**config.mk**
```make
export PLATFORM = sky130hd
export DESIGN_NAME = ram_mult_ctrl
export DESIGN_NICKNAME = d
export VERILOG_FILES = /design/src/rtl/ram_mult_ctrl.sv
export SDC_FILE = /design/constraint.sdc
export NUM_CORES = 1
export LEC_CHECK = 0
export BUFFER_PORTS_ARGS = -buffer_cell sky130_fd_sc_hd__buf_2
export CORE_MARGIN = 3
export CORE_UTILIZATION = 55
export CTS_CLUSTER_SIZE = 10
export DETAILED_ROUTE_END_ITERATION = 10
export GPL_TIMING_DRIVEN = 0
export HOLD_SLACK_MARGIN = 0.1
export PLACE_DENSITY = 0.77
export SLEW_MARGIN = 20
export SYNTH_ARGS = -nofsm -noshare
export SYNTH_HDL_FRONTEND = slang
export SYNTH_SLANG_ARGS = --single-unit
```
**constraint.sdc**
```tcl
create_clock -name clk -period 2.37 [get_ports clk]
set_input_delay 0.3555 -clock clk [delete_from_list [all_inputs] [get_ports clk]]
set_output_delay 0.3555 -clock clk [all_outputs]
set_load 0.01 [all_outputs]
```
**src/rtl/ram_mult_ctrl.sv**
```systemverilog
// Shift-and-add free multiply controller: fetches a pointer, two operands from RAM,
// multiplies by repeated addition and writes the 10-bit product back after the operands.
module ram_mult_ctrl #(
  parameter logic [9:0] PTR_ADDR = 10'd0
) (
  input  logic       clk,
  input  logic       rst_n,
  input  logic       start,
  input  logic [9:0] ram_rdata,
  output logic [9:0] ram_addr,
  output logic       ram_we,
  output logic [9:0] ram_wdata,
  output logic       busy,
  output logic       done,
  output logic [9:0] result,
  output logic       overflow
);

  typedef enum logic [2:0] {
    IDLE   = 3'd0,
    RD_PTR = 3'd1,
    RD_A   = 3'd2,
    RD_B   = 3'd3,
    MUL    = 3'd4,
    WR     = 3'd5,
    DONE   = 3'd6
  } state_t;

  state_t     state_q, state_d;
  logic [9:0] ptr_q, ptr_d;
  logic [9:0] a_q, a_d;
  logic [9:0] cnt_q, cnt_d;
  logic [9:0] acc_q, acc_d;
  logic [9:0] result_q, result_d;
  logic       ovf_q, ovf_d;
  logic [10:0] sum;

  always_ff @(posedge clk or negedge rst_n) begin
    if (!rst_n) begin
      state_q  <= IDLE;
      ptr_q    <= '0;
      a_q      <= '0;
      cnt_q    <= '0;
      acc_q    <= '0;
      result_q <= '0;
      ovf_q    <= 1'b0;
    end else begin
      state_q  <= state_d;
      ptr_q    <= ptr_d;
      a_q      <= a_d;
      cnt_q    <= cnt_d;
      acc_q    <= acc_d;
      result_q <= result_d;
      ovf_q    <= ovf_d;
    end
  end

  // Bit 10 of the widened sum is the carry that makes the overflow flag sticky.
  assign sum = {1'b0, acc_q} + {1'b0, a_q};

  always_comb begin
    state_d   = state_q;
    ptr_d     = ptr_q;
    a_d       = a_q;
    cnt_d     = cnt_q;
    acc_d     = acc_q;
    result_d  = result_q;
    ovf_d     = ovf_q;
    ram_addr  = PTR_ADDR;
    ram_we    = 1'b0;
    ram_wdata = '0;
    busy      = 1'b1;
    done      = 1'b0;
    case (state_q)
      IDLE: begin
        busy = 1'b0;
        if (start) begin
          state_d = RD_PTR;
          ovf_d   = 1'b0;
        end
      end
      RD_PTR: begin
        ram_addr = PTR_ADDR;
        ptr_d    = ram_rdata;
        state_d  = RD_A;
      end
      RD_A: begin
        ram_addr = ptr_q;
        a_d      = ram_rdata;
        state_d  = RD_B;
      end
      RD_B: begin
        ram_addr = ptr_q + 10'd1;
        cnt_d    = ram_rdata;
        acc_d    = '0;
        state_d  = MUL;
      end
      MUL: begin
        if (cnt_q != 10'd0) begin
          acc_d = sum[9:0];
          cnt_d = cnt_q - 10'd1;
          if (sum[10]) ovf_d = 1'b1;
        end else begin
          state_d = WR;
        end
      end
      WR: begin
        ram_addr  = ptr_q + 10'd2;
        ram_we    = 1'b1;
        ram_wdata = acc_q;
        result_d  = acc_q;
        state_d   = DONE;
      end
      DONE: begin
        done    = 1'b1;
        state_d = IDLE;
      end
      default: state_d = IDLE;
    endcase
  end

  assign result   = result_q;
  assign overflow = ovf_q;

endmodule

```
==> summary.txt <==
Worst hold path
  • Hold WC Path Type: input pin to flip-flop

Detailed routing
  • Antenna viol nets, final: 0
  • Via density: 6.266
  • First drt pass iteration count: 5
  • DRC viols: 0
  • Post-Route WL: roughly 8200 um
  • DR iter-0 viols: around 220
  • DR WL/cell: 17.79 um
  • Vias: 2870

Floorplan
  • Core region area: 5574 um^2
  • Initial Util: 57.51%
  • Die Ht: between 80 and 90 um
  • # rows: 27
  • Die ar.: between 6000 and 7000 um^2
  • Num ports: 47
  • Die W: 82.35 um

Timing
  • RSZ-0062 raised after global routing: yes
  • Upper clock frequency limit: 430.4 MHz
  • Min cycle time layout: 2.324 ns
  • Final setup fails: 0
  • Least-Margin Pin Slew: 0.8634 ns
  • Final TNS setup: 0 ns
  • Worst hold slack: between 0.3 and 0.4 ns
  • Relative slew margins: 42.23%
  • Post-route clock period utilization: 98.04%
  • Final hold vios: 0
  • Skew final: about 0.0091 ns
  • Slew Viols, Final: 0
  • Setup ws final: 0.04641 ns

Logic synthesis
  • Top post-synthesis cells by area: dfrtp_1 42%, mux2_2 6.7%, ha_1 5.5%, a21o_1 3.5%, nand2_1 3.5%
  • Syn_area_per_cell: roughly 9.7 um^2
  • Sequential share of the synthesized area: 42.15%
  • Synth top area share: 42.15%
  • Synth Warn #: 0
  • Synth area leader: dfrtp_1
  • Async SR Flop Fraction: 100.0%
  • Synthesis-stage register bit count: 54
  • Synth Net Count: 359
  • Post-synth EDFFs: 0
  • Yosys cell types: 55
  • Syn Inst Count: about 330
  • Synthesized area: 3206 um^2
  • Synth cell count leaders: 54 x dfrtp_1, 30 x nand2_1, 20 x o21ai_0, 19 x mux2_2
  • Most frequent cell after synthesis: dfrtp_1
  • Ys flop type: dfrtp_1

Global routing
  • First-pass GRT wire length: 12680 um
  • Antenna violations before repair: 0
  • Congestion Overflow GR: 0
  • Largest net degree at the start of global routing: 55
  • Vias in the first global route: 2583
  • GRT Util Overall: between 20 and 25%

Clock network
  • H-tree Lvls: 2
  • TritonCTS clock tree: yes
  • Num Clock Sinks: 54
  • Longest Clk Path Bufs: 2
  • Num CTS Buffers: 5
  • Clock latency on the worst-skew pair: 0.31 ns
  • Root Driver: clkbuf_8
  • Worst-path clk slew: about 0.10 ns

Power and ir drop
  • Leakage: 0.001826 uW
  • PwrDens: 1408 nW/um^2
  • Max VDD drop: slightly above 0.7 mV

Finish
  • Nets: around 410
  • Final non-filler cell total: around 460
  • Area grow syn2layout: 15.11%
  • Layout cells sized above 1: 25.13%
  • N_diodes: 0

Critical path
  • Worst-path fanout max: 10
  • Critical-path cell list: buf_2, clkbuf_1, clkbuf_2, nand4_1, nand3_1, nand2_1, buf_2
  • Worst Setup Start Kind: flip-flop
  • Critical Path Most Common Cell: buf_2
  • Setup Crit Path Kind: flip-flop to output pin
  • Worst EP arrival: 1.97 ns
  • Nature of the critical path endpoint: output pin
  • CP max stage delay: 0.35 ns
  • CP required: approximately 2.0 ns
  • Slowest CP cell: dfrtp_1

Job
  • Max-cap check violation count: 0

Place
  • IO buf count: 46
  • Final estimated routing congestion in global placement: 0.9452
  • Post-DP HPWL: 5927 um
  • Place WS: -0.01347 ns
  • Placed cells: 449

Run status
  • Run status: finished, final reports clean
==> stage by stage <==
| step | power [uW] | utilization, % | instance area (um^2) |
|---|---|---|---|
| finish | 5194 | 66.20 | 3690 |
| detailed placement | 4479 | 63.30 | 3528 |
| floorplan | 3688 | - | 3206 |
| global placement | 4365 | 63.25 | 3526 |
| global route | 5593 | 66.20 | 3690 |
| CTS | 5135 | 65.84 | 3670 |
==> repair_timing <==
item,CTS,global route
setup buffers,0,2
endpoints found under the hold margin,20,0
setup endpoints to repair,10,5
resized for setup,12,5
hold buffers,1,0
==> layout by cell type (no fill, tap or decap), types with 8 or more instances in the layout <==
| cell | instances |
|---|---|
| dfrtp_1 | 54 |
| buf_2 | 48 |
| nand2_1 | 30 |
| o21ai_0 | 20 |
| mux2_2 | 19 |
| nand3_1 | 17 |
| a21oi_1 | 17 |
| a21o_1 | 15 |
| nor2_1 | 14 |
| ha_1 | 13 |
| and3_1 | 11 |
| inv_1 | 10 |
| clkbuf_1 | 8 |
==> cells by family after synthesis <==
logic type,share of synthesized area [%]
compound gates,22.41
xor+xnor,1.913
fa+ha+maj,6.089
buf+inv,4.528
flops,42.15
mux,6.987
simple gates,15.93
==> worst max-delay path: cells and delay by family, from the launching register on <==
| kind | cells | cell delay (ns) |
|---|---|---|
| buf+inv | 4 | 1.02 |
| flops | 1 | 0.35 |
| simple gates | 3 | 0.27 |
==> path summary, 6_finish.rpt <==
path	cells after the start	start	slack, ns	to
setup reg to reg	5	cnt_q[7]	0.17	cnt_q[5]
max in group asynchronous	2	rst_n	1.29	cnt_q[5]
min in group asynchronous	2	rst_n	0.61	overflow
setup / recovery	7	state_q[0]	0.05	ram_addr[9]
hold reg to reg	1	result[5]	0.48	result[5]
hold / removal	2	ram_rdata[0]	0.32	a_q[0]
==> metal layers <==
metal	GRT usage [%]	routed length [um]	up-vias
li1	-	-	1337
met1	33.89	3697	1412
met3	3.579	423	12
met2	40.54	3874	109
met5	0	0	-
met4	7.973	155	0
==> flip-flops by register name, indices dropped and copies added, names as in the netlist <==
name	flops
a_q	10
acc_q	10
cnt_q	10
overflow	1
ptr_q	10
result	10
state_q	3
==> power breakdown <==
part | switching, uW | total [uW] | internal [uW] | leakage [uW]
clock network | 307 | 623 | 316 | 0.0000514
registers | 355 | 1700 | 1350 | 0.000678
logic | 1640 | 2870 | 1220 | 0.00110
total | 2310 | 5190 | 2890 | 0.00183
==> final cells by class <==
type | count | area (um^2)
buffer | 20 | 113.9
clock buffer | 6 | 72.57
clock inverter | 2 | 37.54
fill | 449 | 1884
inverter | 10 | 37.54
multi-input combinational | 245 | 1729
sequential | 54 | 1351
tap | 72 | 90.09
timing repair buffer | 49 | 257.7
No activity file was read; power rests on OpenSTA's default activity.
